## src/rtl/serial_addsub.sv

```systemverilog
`default_nettype none
// ============================================================================
//  Module      : serial_addsub
//  Description : Bit-serial two's-complement adder/subtractor. One bit is
//                processed per clock, LSB first, through a single full-adder
//                / full-subtractor cell. The carry (add) or borrow (sub) is
//                held in a flip-flop between bits. Start/busy/done handshake.
//
//  Ports       : clk    - rising-edge clock
//                rst    - synchronous active-high reset
//                start  - request an operation (accepted in IDLE or DONE)
//                mode   - 0 = a+b, 1 = a-b (latched at accepted start)
//                a, b   - operands (latched at accepted start)
//                busy   - high while bits are being processed
//                done   - one-cycle pulse, result and flags valid
//                result - sum/difference, held until the next accepted start
//                cout   - carry-out (add) or borrow-out (sub) of the MSB
//                ovf    - signed two's-complement overflow
//
//  Revision    : 1.0 - initial release
// ============================================================================
module serial_addsub #(
    parameter int WIDTH = 8
) (
    input  logic             clk,
    input  logic             rst,
    input  logic             start,
    input  logic             mode,
    input  logic [WIDTH-1:0] a,
    input  logic [WIDTH-1:0] b,
    output logic             busy,
    output logic             done,
    output logic [WIDTH-1:0] result,
    output logic             cout,
    output logic             ovf
);

    localparam int               c_CW   = $clog2(WIDTH);
    localparam logic [c_CW-1:0]  c_LAST = c_CW'(WIDTH - 1);
    localparam logic [c_CW-1:0]  c_ONE  = c_CW'(1);

    typedef enum logic [1:0] {
        ST_IDLE = 2'd0,
        ST_RUN  = 2'd1,
        ST_DONE = 2'd2
    } state_t;

    state_t           r_state;
    state_t           w_next;

    logic [WIDTH-1:0] r_a;
    logic [WIDTH-1:0] r_b;
    logic             r_mode;
    logic [c_CW-1:0]  r_cnt;
    logic             r_c;
    logic [WIDTH-1:0] r_result;
    logic             r_cout;
    logic             r_ovf;

    logic             w_accept;
    logic             w_last;
    logic             w_ai;
    logic             w_bi;
    logic             w_s;
    logic             w_c_nxt;
    logic             w_msb_same;
    logic             w_ovf;

    // Start is only honoured when no operation is in flight.
    assign w_accept = start && ((r_state == ST_IDLE) || (r_state == ST_DONE));
    assign w_last   = (r_cnt == c_LAST);

    // Single-bit arithmetic cell on the latched operands.
    assign w_ai = r_a[r_cnt];
    assign w_bi = r_b[r_cnt];
    assign w_s  = w_ai ^ w_bi ^ r_c;

    always_comb begin
        w_c_nxt = 1'b0;
        if (r_mode) begin
            // Borrow: subtrahend bit exceeds minuend bit, or equal bits with
            // an incoming borrow.
            w_c_nxt = (~w_ai & w_bi) | (r_c & ~(w_ai ^ w_bi));
        end else begin
            w_c_nxt = (w_ai & w_bi) | (r_c & (w_ai ^ w_bi));
        end
    end

    // Overflow is evaluated in the last RUN cycle, where w_s is the final
    // result MSB.
    assign w_msb_same = (r_a[WIDTH-1] == r_b[WIDTH-1]);
    assign w_ovf      = (r_mode ? ~w_msb_same : w_msb_same) &
                        (w_s != r_a[WIDTH-1]);

    // ------------------------------------------------------------------
    // FSM: state register
    // ------------------------------------------------------------------
    always_ff @(posedge clk) begin
        if (rst) begin
            r_state <= ST_IDLE;
        end else begin
            r_state <= w_next;
        end
    end

    // ------------------------------------------------------------------
    // FSM: next state and handshake outputs
    // ------------------------------------------------------------------
    always_comb begin
        w_next = r_state;
        busy   = 1'b0;
        done   = 1'b0;
        case (r_state)
            ST_IDLE: begin
                if (w_accept) begin
                    w_next = ST_RUN;
                end
            end
            ST_RUN: begin
                busy = 1'b1;
                if (w_last) begin
                    w_next = ST_DONE;
                end
            end
            ST_DONE: begin
                done   = 1'b1;
                w_next = w_accept ? ST_RUN : ST_IDLE;
            end
            default: begin
                w_next = ST_IDLE;
            end
        endcase
    end

    // ------------------------------------------------------------------
    // Datapath
    // ------------------------------------------------------------------
    always_ff @(posedge clk) begin
        if (rst) begin
            r_a      <= '0;
            r_b      <= '0;
            r_mode   <= 1'b0;
            r_cnt    <= '0;
            r_c      <= 1'b0;
            r_result <= '0;
            r_cout   <= 1'b0;
            r_ovf    <= 1'b0;
        end else if (w_accept) begin
            r_a    <= a;
            r_b    <= b;
            r_mode <= mode;
            r_cnt  <= '0;
            r_c    <= 1'b0;
        end else if (r_state == ST_RUN) begin
            // Shift in from the MSB side; after WIDTH shifts bit 0 lands at
            // result[0].
            r_result <= {w_s, r_result[WIDTH-1:1]};
            r_c      <= w_c_nxt;
            r_cnt    <= r_cnt + c_ONE;
            if (w_last) begin
                r_cout <= w_c_nxt;
                r_ovf  <= w_ovf;
            end
        end
    end

    assign result = r_result;
    assign cout   = r_cout;
    assign ovf    = r_ovf;

endmodule
`default_nettype wire

```

## config.mk

```make
export PLATFORM = sky130hd
export DESIGN_NAME = serial_addsub
export DESIGN_NICKNAME = d
export VERILOG_FILES = /design/src/rtl/serial_addsub.sv
export SDC_FILE = /design/constraint.sdc
export NUM_CORES = 1
export LEC_CHECK = 0
export BUFFER_PORTS_ARGS = -buffer_cell sky130_fd_sc_hd__clkbuf_2
export CAP_MARGIN = 20
export CORE_UTILIZATION = 56
export DETAILED_ROUTE_END_ITERATION = 10
export PLACE_DENSITY = 0.82
export SLEW_MARGIN = 20
export SYNTH_ARGS = -nofsm -noshare
export SYNTH_HDL_FRONTEND = slang
export SYNTH_SLANG_ARGS = --single-unit
```

## constraint.sdc

```tcl
create_clock -name clk -period 5.1 [get_ports clk]
set_input_delay 1.02 -clock clk [delete_from_list [all_inputs] [get_ports clk]]
set_output_delay 1.02 -clock clk [all_outputs]
set_load 0.005 [all_outputs]
```

Word-level counts from Yosys, hierarchy flattened. Index checks and enable logic that the tools add are counted. W data, S select, Z words.

Register bits: 33. Latch bits: 0. Bits in writable memories: 0. ROM bits: 0. Output and inout port bits: 12. Logic and storage cells: 50. Memories: 0.

$add $sub $neg: 1. Multipliers: 0. Divide/modulo/power cells: 0. Order comparisons: 1. Equality and inequality tests: 7. Shift operators: 0. Mux-type cells: 12. Bitwise gates (word level): 13. Reductions and logical operators: 7.

Operator list (count): $mux W1 (7); $bmux W1 S3 (2); $pmux W2 S3 (1); $and A1 B1 Y1 (5); $lt A3 B4 Y1 const B (1); $mux W2 (2); $ne A2 B2 Y1 const B (2); $not A1 Y1 (4); $reduce_and A2 Y1 (2); $add A3 B1 Y3 const B (1); $eq A3 B3 Y1 const B (1); $reduce_and A3 Y1 (1); $eq A2 B1 Y1 const B (1); $eq A2 B2 Y1 const B (1); $logic_not A2 Y1 (1); $or A1 B1 Y1 (2); $reduce_or A2 Y1 (1); $xor A1 B1 Y1 (2); $eq A1 B1 Y1 (1); $logic_and A1 B1 Y1 (1); $logic_or A1 B1 Y1 (1); $ne A1 B1 Y1 (1).

Depth between registers and ports, before layout. Gate-level depths: netlist (run 1).

Depth after elaboration: 7. Mapped depth: 7. Mapped depth without buffers: 6.

Worst setup path after synthesis (run 1). OpenSTA, ideal clock, no wires.

Path kind: register to register. Start point: reg r_cnt[0]. End point: reg r_ovf (netlist: ovf). Data arrival time: 2228 ps. Required time: 5009 ps. Slack: 2782 ps. Cell stages (with the launch flop): 8. Buffers on the path: 1. Clock period less this slack: 2318 ps. Cell sequence: dfxtp_1 > buf_6 > mux4_1 > mux2_2 > fa_1 > nor2b_1 > mux2i_1 > a311oi_1.

Longest elaborated chain between the ends: 6.

Ends and longest elaborated chain: start: declaration (RTL line 54) `logic [c_CW-1:0] r_cnt;`; start signal: assignment (RTL line 159) `r_cnt <= r_cnt + c_ONE;`; $bmux W1 S3, on equally long branches (RTL line 74, 75); $mux W1, on equally long branches (RTL line 74, 75); $xor A1 B1 Y1 (*) (2 in series) (RTL line 76) `assign w_s = w_ai ^ w_bi ^ r_c;`; net w_s (RTL line 64) `logic w_s;`; $ne A1 B1 Y1 (*) (RTL line 93) `(w_s != r_a[WIDTH-1]);`; $and A1 B1 Y1 (*) (RTL line 92) `assign w_ovf = (r_mode ? ~w_msb_same : w_msb_same) &`; end signal: assignment (RTL line 162) `r_ovf <= w_ovf;`; end: declaration (RTL line 58) `logic r_ovf;`.

Mark *: on every way through the listed nets, which the timed path passes. The rest lies on a longest branch. The select of a mux whose other input is x is not followed. A chain may end at the register's enable or synchronous reset.

Final worst setup path (run 1).
Start point: reg r_state[1]. End point: out busy.

Longest elaborated chain between the ends: 2.

Ends and longest elaborated chain: start: declaration (RTL line 48) `state_t r_state;`; start signal: assignment (RTL line 102) `r_state <= w_next;`; $eq A2 B1 Y1 (RTL line 113) `case (r_state)`; $mux W1 (RTL line 113); end: declaration (RTL line 31) `output logic busy,`.

No other way between the ends.

==> impl_metrics.json, run 1 <==
{
  "grt_pass1_vias": 1084,
  "critPathMaxFanout": 17,
  "drt-pass1-iter-count": 4,
  "met2_length_mm": 1.19,
  "postCtsHoldBufs": 0,
  "p_comb_share_pct": 11.7,
  "finalPower_uw": 480,
  "worstHoldPathType": "flop to flop",
  "routedWlPerCell_um": 12.2,
  "end_kind": "output port",
  "leakagePower_nw": 0.680,
  "wl_met3_um": 140,
  "final_nets": 210,
  "regToRegSetupSlack_ns": 2.56,
  "cts_resized": 0,
  "netSwitchingFraction_pct": 25.4,
  "critPathArrivalTime_ns": 1.85,
  "ys_ff_latch": 33,
  "synth_area_per_cell_um2": 8.82,
  "grt_max_degree": 34,
  "drive_gt1_share_pct": 22.0,
  "fin_crit_ns": 2.87,
  "drv_slew": 0,
  "htreeDepth": 2,
  "place_congestion": 0.736,
  "final_area_mm2": 0.00159,
  "dp_hpwl_mm": 1.79,
  "irDropWorstVdd_mv": 0.245,
  "die_height_um": 51.9,
  "n_antenna_cell": 0,
  "routed_via_density": 5.45,
  "fmaxAchievable_mhz": 348,
  "synth_fp_nets": 182,
  "ant_nets": 0,
  "track_usage_pct": 23.4,
  "final_cells": 214,
  "postCtsSetupRepairBufs": 0,
  "path_class": "flop to output port",
  "setup-tns-final_ns": 0,
  "p_per_area_mw_per_mm2": 301,
  "cts_buffer_depth": 2,
  "met1_length_mm": 1.24,
  "io_buffer_count": 31,
  "cp.required_ns": 4.08,
  "area.growth.synth_to_final_pct": 14.4,
  "core_mm2": 0.00228,
  "pwr-share-seq_pct": 57.6,
  "p_sw_uw": 122,
  "antenna_found_initial": 0,
  "slew_headroom_pct": 57.4,
  "drc": 0,
  "grt_pass1_wl_mm": 4.47,
  "start_util_pct": 61.2,
  "clockPowerShare_pct": 30.7,
  "rsz0062_at_grt": "no",
  "totalWireLength_mm": 2.62,
  "fp-row-count": 17,
  "synth_area_mm2": 0.00139,
  "intPower_uw": 358,
  "dp.cells": 207,
  "dpl_cell_area_mm2": 0.00154,
  "finalCritPeriodShare_pct": 56.3,
  "die_x_um": 51.9,
  "vias": 1166,
  "clock-sinks": 33,
  "drv_cap": 0,
  "yosysSeqAreaShare_pct": 47.4,
  "cts_tree": "built",
  "finish.utilization_pct": 70.0,
  "dieArea_mm2": 0.00269,
  "fillers": 168,
  "skew_ns": 0.0101,
  "cts_made_buffers": 5,
  "worst_slew_pin_slew_ns": 0.640,
  "setup_violations": 0,
  "hold_viol_final": 0,
  "ys_types": 23,
  "routed.top_layer": "met4",
  "drtIter0Drc": 14,
  "grt_overflow": 0,
  "insertion_delay_ns": 0.33,
  "run_status": "finished clean",
  "io_pins": 32,
  "clk_pin_slew_worst_paths_ns": 0.09,
  "cts_root_buf": "clkbuf_4",
  "ys_warn_count": 0,
  "critPathLaunchType": "flop",
  "synthCells": 158
}
==> through the flow <==
stage               hold slack (ns)  worst slack, ns
CTS                           0.458             2.24
finish                        0.458             2.23
global route                  0.488             2.11
detailed placement            0.445             2.59
global placement              0.443             2.67
floorplan                     0.432             2.78
==> power groups by stage <==
stage	Clock (mW)	Sequential (mW)	Combinational (mW)
2_1_floorplan	0	0.279	0.0435
3_3_place_gp	0	0.282	0.0526
3_5_place_dp	0	0.282	0.0556
4_1_cts	0.150	0.276	0.0559
5_1_grt	0.162	0.278	0.0639
6_report	0.147	0.276	0.0561
==> worst max-delay path, stage by stage, from the launching register on <==
cell and delay (ns):
dfxtp_1 0.32, nand2b_1 0.42, clkinv_1 0.53, clkbuf_2 0.25
==> cell type report <==
cell class                 count  area, um2  share of cell area (%)
sequential                    33        661                    41.4
timing repair buffer          32        163                    10.2
multi-input combinational    110        666                    41.8
inverter                       4       15.0                   0.942
clock buffer                   7       55.1                    3.45
tap                           28       35.0                    2.20
==> metal layers <==
metal  vias up  GRT usage [%]
met5         -              0
met4         0           16.7
met3         6           6.43
met2        39           36.5
met1       539           27.5
li1        582              -
==> state kept, by name, summed over array words and instances (netlist names) <==
| signal | flops |
|---|---|
| cout | 1 |
| ovf | 1 |
| r_a | 8 |
| r_b | 8 |
| r_c | 1 |
| r_cnt | 3 |
| r_mode | 1 |
| r_state | 2 |
| result | 8 |
==> worst paths after layout <==
kind	endpoint	cells past startpoint	start
worst max-delay path	busy	3	r_state[1]
worst min-delay path	r_b[5]	2	r_b[5]
worst max register to register	ovf	6	r_cnt[0]
worst min register to register	r_b[5]	2	r_b[5]
==> cell usage after synthesis (all sizes together) <==
| cell type | instances | share of area, % |
|---|---|---|
| nand2 | 51 | 14 |
| dfxtp | 33 | 47 |
| a21oi | 27 | 9.7 |
| clkbuf | 7 | 1.9 |
| mux2i | 5 | 3.6 |
| buf | 4 | 1.9 |
| mux4 | 4 | 7.0 |
| nor2b | 4 | 1.8 |
| inv | 3 | 0.81 |
| nor2 | 3 | 0.81 |
| nor3 | 3 | 1.1 |
| a311oi | 2 | 1.3 |
| fa | 2 | 2.9 |
| ha | 2 | 1.8 |
| nand2b | 2 | 0.90 |
| a2111oi | 1 | 0.63 |
| clkinv | 1 | 0.27 |
| mux2 | 1 | 0.81 |
| o21a | 1 | 0.54 |
| xnor2 | 1 | 0.63 |
| xor2 | 1 | 0.63 |
==> placed cells by master, fill, tap and decap left out, drive strengths merged <==
master	Yosys	layout
nor2b	4	4
nand2b	2	2
mux2i	5	5
clkinv	1	1
inv	3	3
mux4	4	4
xnor2	1	1
nor2	3	3
clkbuf	7	38
a311oi	2	2
dfxtp	33	33
xor2	1	1
mux2	1	1
o21a	1	1
buf	4	1
ha	2	2
nand2	51	51
fa	2	2
nor3	3	3
a2111oi	1	1
a21oi	27	27
==> cells by family (layout without fill, tap and decap cells) <==
family	after synthesis	after routing	share of synthesized area, %
mux	10	10	11.4
buf+inv	15	43	4.85
flops	33	33	47.4
simple gates	63	63	18.3
xor+xnor	2	2	1.26
compound gates	31	31	12.1
fa+ha+maj	4	4	4.67
No activity file was read; power rests on OpenSTA's default activity.
==> run 2: changes to the inputs <==
--- a/config.mk
+++ b/config.mk
@@ -7,9 +7,9 @@
 export LEC_CHECK = 0
 export BUFFER_PORTS_ARGS = -buffer_cell sky130_fd_sc_hd__clkbuf_2
 export CAP_MARGIN = 20
-export CORE_UTILIZATION = 56
+export CORE_UTILIZATION = 52
 export DETAILED_ROUTE_END_ITERATION = 10
-export PLACE_DENSITY = 0.82
+export PLACE_DENSITY = 0.77
 export SLEW_MARGIN = 20
 export SYNTH_ARGS = -nofsm -noshare
 export SYNTH_HDL_FRONTEND = slang
==> constraint.sdc (replaced) <==
create_clock -name clk -period 2.67 [get_ports clk]
set_input_delay 0.534 -clock clk [delete_from_list [all_inputs] [get_ports clk]]
set_output_delay 0.534 -clock clk [all_outputs]
set_load 0.005 [all_outputs]
==> run 2 against run 1 <==
Total power is 110% higher; worst setup slack worse by 2.1 ns; cell count increased by 2.3%; via count decreased by 1.6%; register-to-register slack lost 2.4 ns; sequential power rose by 91%; non-clock buffer count grew 2; critical path depth up 3; largest cell class unchanged.
==> impl_metrics.json, run 2 (synthesized netlist as in run 1, its figures left out) <==
{
  "ant_nets": 0,
  "cts_resized": 0,
  "crit_start": "r_cnt[0]",
  "antenna_found_initial": 0,
  "routedWlPerCell_um": 12.4,
  "leakagePower_nw": 0.705,
  "p_per_area_mw_per_mm2": 625,
  "postCtsSetupRepairBufs": 0,
  "grt_overflow": 0,
  "routed_via_density": 5.24,
  "critPathArrivalTime_ns": 2.74,
  "end_kind": "flop",
  "fmaxAchievable_mhz": 401,
  "netSwitchingFraction_pct": 23.3,
  "die_x_um": 53.8,
  "totalWireLength_mm": 2.71,
  "drv_cap": 0,
  "p_comb_share_pct": 11.2,
  "core_mm2": 0.00250,
  "drv_slew": 0,
  "setup_violations": 0,
  "worst_slew_pin_slew_ns": 0.821,
  "cp.required_ns": 2.92,
  "grt_max_degree": 34,
  "post-place-ws_ns": 0.235,
  "grt_pass1_wl_mm": 4.37,
  "io_pins": 32,
  "hold_end": "r_mode",
  "htreeDepth": 2,
  "drive_gt1_share_pct": 23.3,
  "irDropWorstVdd_mv": 0.548,
  "clock-sinks": 33,
  "dieArea_mm2": 0.00289,
  "slew_headroom_pct": 45.1,
  "met3_usage_pct": 9.32,
  "drtIter0Drc": 28,
  "clk_pin_slew_worst_paths_ns": 0.10,
  "start_util_pct": 55.8,
  "r2r-start": "r_cnt[0]",
  "area.growth.synth_to_final_pct": 17.8,
  "grt_pass1_vias": 1013,
  "setup-tns-final_ns": 0,
  "cts_buffer_depth": 2,
  "track_usage_pct": 22.2,
  "worstHoldPathType": "primary input to flop",
  "path_class": "flop to flop",
  "drc": 0,
  "min_from": "mode",
  "n_antenna_cell": 0,
  "skew_ns": 0.00867,
  "final_nets": 212,
  "regToRegSetupSlack_ns": 0.18,
  "fin_ws_ns": 0.178,
  "critPathLaunchType": "flop",
  "pwr-share-seq_pct": 51.4,
  "fin_crit_ns": 2.49,
  "min_path_cells": 3,
  "intPower_uw": 786,
  "r2r-end": "ovf",
  "cts_made_buffers": 5,
  "use_met2_pct": 34.4,
  "dp_hpwl_mm": 1.92,
  "run_status": "finished clean",
  "place_congestion": 0.740,
  "die_height_um": 53.8,
  "critPathMaxFanout": 3,
  "postCtsHoldBufs": 0,
  "insertion_delay_ns": 0.33,
  "p_sw_uw": 239,
  "cts_tree": "built",
  "finalCritPeriodShare_pct": 93.3,
  "gr-max-usage-layer": "met2",
  "vias": 1147,
  "drt-pass1-iter-count": 4,
  "cts_root_buf": "clkbuf_4",
  "rsz0062_at_grt": "no",
  "final_cell_mix": "nand2_1, dfxtp_1, clkbuf_2, a21oi_1",
  "fp-row-count": 18,
  "globalRouteMet1Util_pct": 27.0,
  "clockPowerShare_pct": 37.5,
  "io_buffer_count": 31,
  "final_common_cell": "nand2_1",
  "hold_viol_final": 0,
  "r2r_cells": 6
}
run 2: changes by cell type in the layout (fill, tap and decap cells not counted), sizes merged:
| cell | before | now |
|---|---|---|
| bufinv | 0 | 1 |
| buf | 1 | 3 |
run 2: final cells by class:
| type | count | area (um2) |
|---|---|---|
| Timing Repair Buffer | 34 | 178 |
| Clock inverter | 1 | 30.0 |
| Fill cell | 199 | 858 |
| Tap cell | 30 | 37.5 |
| Inverter | 4 | 15.0 |
| Clock buffer | 7 | 55.1 |
| Sequential cell | 33 | 661 |
| Multi-Input combinational cell | 110 | 666 |
run 2: worst max-delay path by stage:
stage / endpoint / slack (ns) / cells after the start
after global placement: ovf / 0.40 / 6
after global routing: ovf / 0.14 / 6
after CTS: ovf / 0.22 / 6
after detailed placement: ovf / 0.24 / 6
final: ovf / 0.18 / 6
after floorplan: ovf / 0.35 / 7
run 2: worst max-delay path, cell delays in order, from the launching register on:
cell	delay [ns]
dfxtp_1	0.38
mux4_1	0.57
mux2_2	0.33
fa_1	0.58
nor2b_1	0.19
mux2i_1	0.10
a311oi_1	0.27
run 2: power groups by stage:
stage / Sequential (mW) / Combinational [mW] / Clock [mW]
3_5_place_dp: 0.538 / 0.113 / 0
6_report: 0.527 / 0.114 / 0.384
5_1_grt: 0.529 / 0.127 / 0.422
3_3_place_gp: 0.537 / 0.107 / 0
2_1_floorplan: 0.533 / 0.0831 / 0
4_1_cts: 0.527 / 0.113 / 0.395
run 2: metrics by stage:
stage	hold WS [ns]	util (%)	cell area [um2]	std cells	power (mW)
finish	0.410	65.7	1640	219	1.03
global route	0.403	65.7	1640	219	1.08
CTS	0.403	65.7	1640	219	1.03
detailed placement	0.449	62.3	1560	211	0.651
global placement	0.442	62.3	1560	211	0.644
floorplan	0.432	-	1390	158	0.616
run 2: metal layers:
metal  part of all wire [%]  routed length [um]  vias up
met5                      0                   0        -
met4                    1.5                  40        0
met3                    5.1                 137        5
met2                     49                1330       34
met1                     44                1200      523
li1                       -                   -      585
==> run 3: changes to the inputs <==
--- a/config.mk
+++ b/config.mk
@@ -7,10 +7,12 @@
 export LEC_CHECK = 0
 export BUFFER_PORTS_ARGS = -buffer_cell sky130_fd_sc_hd__clkbuf_2
 export CAP_MARGIN = 20
-export CORE_UTILIZATION = 52
+export CORE_UTILIZATION = 55
+export CTS_BUF_LIST = sky130_fd_sc_hd__clkbuf_4
 export DETAILED_ROUTE_END_ITERATION = 10
-export PLACE_DENSITY = 0.77
-export SLEW_MARGIN = 20
+export PLACE_DENSITY = 0.81
+export RECOVER_POWER = 100
+export SLEW_MARGIN = 30
 export SYNTH_ARGS = -nofsm -noshare
 export SYNTH_HDL_FRONTEND = slang
 export SYNTH_SLANG_ARGS = --single-unit
==> run 3 against run 2 <==
Clock skew shrank 0.0028 ns; sequential share of layout area rose by 0.97 points; non-clock buffer count unchanged; hold slack got worse by 0.0074 ns; combinational power down 4%; largest power group unchanged; highest routed layer unchanged.
==> impl_metrics.json, run 3 (synthesized netlist as in run 1, its figures left out) <==
{
  "die_height_um": 52.3,
  "slew_headroom_pct": 55.4,
  "routed_via_density": 5.39,
  "min_path_cells": 3,
  "r2r-end": "ovf",
  "cts_resized": 0,
  "totalWireLength_mm": 2.80,
  "drtIter0Drc": 13,
  "antenna_found_initial": 0,
  "hold_end": "r_b[2]",
  "finalCritPeriodShare_pct": 90.4,
  "dieArea_mm2": 0.00274,
  "min_from": "b[2]",
  "path_cells": "mux4_1 -> mux2_1 -> fa_1 -> nor2b_1 -> mux2i_1 -> a311oi_1",
  "p_comb_share_pct": 11.8,
  "drt-pass1-iter-count": 4,
  "final_common_cell": "nand2_1",
  "worst_slew_pin_slew_ns": 0.669,
  "p_sw_uw": 235,
  "start_util_pct": 60.7,
  "routedWlPerCell_um": 12.9,
  "critPathMaxFanout": 3,
  "postCtsSetupRepairBufs": 0,
  "hold_slack_ns": 0.402,
  "netSwitchingFraction_pct": 25.2,
  "critPathArrivalTime_ns": 2.66,
  "irDropWorstVdd_mv": 0.485,
  "clk_pin_slew_worst_paths_ns": 0.09,
  "drv_slew": 0,
  "dp_hpwl_mm": 1.94,
  "drc": 0,
  "finish.utilization_pct": 69.8,
  "end_kind": "flop",
  "ant_nets": 0,
  "fin_crit_ns": 2.41,
  "n_antenna_cell": 0,
  "die_x_um": 52.3,
  "postCtsHoldBufs": 0,
  "clockPowerShare_pct": 31.5,
  "cp.required_ns": 2.92,
  "htreeDepth": 2,
  "critPathLaunchType": "flop",
  "place_congestion": 0.777,
  "rsz0062_at_grt": "no",
  "final_cell_mix": "nand2_1, dfxtp_1, a21oi_1, clkbuf_2, clkbuf_4",
  "skew_ns": 0.00587,
  "fp-row-count": 17,
  "grt_pass1_wl_mm": 4.74,
  "clock-sinks": 33,
  "track_usage_pct": 25.4,
  "setup_violations": 0,
  "io_pins": 32,
  "cts_made_buffers": 5,
  "fmaxAchievable_mhz": 414,
  "regToRegSetupSlack_ns": 0.26,
  "cts_buffer_depth": 2,
  "worstHoldPathType": "primary input to flop",
  "area.growth.synth_to_final_pct": 15.0,
  "path_class": "flop to flop",
  "pwr-share-seq_pct": 56.7,
  "drv_cap": 0,
  "core_mm2": 0.00230,
  "drive_gt1_share_pct": 19.6,
  "critPathSlowestCell": "mux4_1",
  "setup-tns-final_ns": 0,
  "max_stage_delay_ns": 0.56,
  "grt_pass1_vias": 1111,
  "leakagePower_nw": 0.673,
  "final_nets": 212,
  "vias": 1169,
  "r2r_cells": 6,
  "grt_max_degree": 34,
  "io_buffer_count": 31,
  "insertion_delay_ns": 0.34,
  "cts_tree": "built",
  "intPower_uw": 696,
  "run_status": "finished clean",
  "grt_overflow": 0,
  "r2r-start": "r_cnt[0]",
  "hold_viol_final": 0,
  "cts_root_buf": "clkbuf_4",
  "p_per_area_mw_per_mm2": 581
}
-- run 3: power groups by stage --
stage | Sequential, mW | Combinational (mW) | Clock (mW)
after floorplan | 0.533 | 0.0831 | 0
after global placement | 0.537 | 0.107 | 0
after detailed placement | 0.539 | 0.112 | 0
after CTS | 0.527 | 0.112 | 0.298
after global routing | 0.531 | 0.125 | 0.328
final | 0.527 | 0.110 | 0.293
-- run 3: cell type report --
| cell class | instances | area [um2] |
|---|---|---|
| multi-input combinational | 110 | 666 |
| tap | 28 | 35.0 |
| inverter | 4 | 15.0 |
| clock buffer | 8 | 60.1 |
| fill | 206 | 694 |
| sequential | 33 | 661 |
| timing repair buffer | 34 | 166 |
-- run 3: stage by stage --
step / cell area (um2) / power, mW / setup WS, ns / instances
detailed placement: 1550 / 0.650 / 0.318 / 209
floorplan: 1390 / 0.616 / 0.352 / 158
global placement: 1550 / 0.644 / 0.406 / 209
global route: 1600 / 0.984 / 0.120 / 217
finish: 1600 / 0.931 / 0.255 / 217
CTS: 1610 / 0.938 / 0.299 / 217
-- run 3: critical path: cells and delay by family (launching register included) --
family | cells | cell delay [ns]
DFF | 1 | 0.39
adders and majority gates | 1 | 0.56
muxes | 3 | 0.99
AOI/OAI and AO/OA | 1 | 0.25
and+or+nand+nor | 1 | 0.14
-- run 3: worst max-delay path by stage --
stage / start / end / cells past startpoint
floorplan: r_cnt[0] / ovf / 7
detailed placement: r_cnt[0] / ovf / 6
global route: r_cnt[0] / r_c / 6
CTS: r_cnt[0] / ovf / 6
finish: r_cnt[0] / ovf / 6
global placement: r_cnt[0] / ovf / 6
-- run 3: layer usage --
layer  up-vias  GRT usage, %  routed length, um
li1        581             -                  -
met1       546          27.9               1190
met2        36          40.9               1370
met3         6          11.3                183
met4         0          13.2                 63
met5         -             0                  0
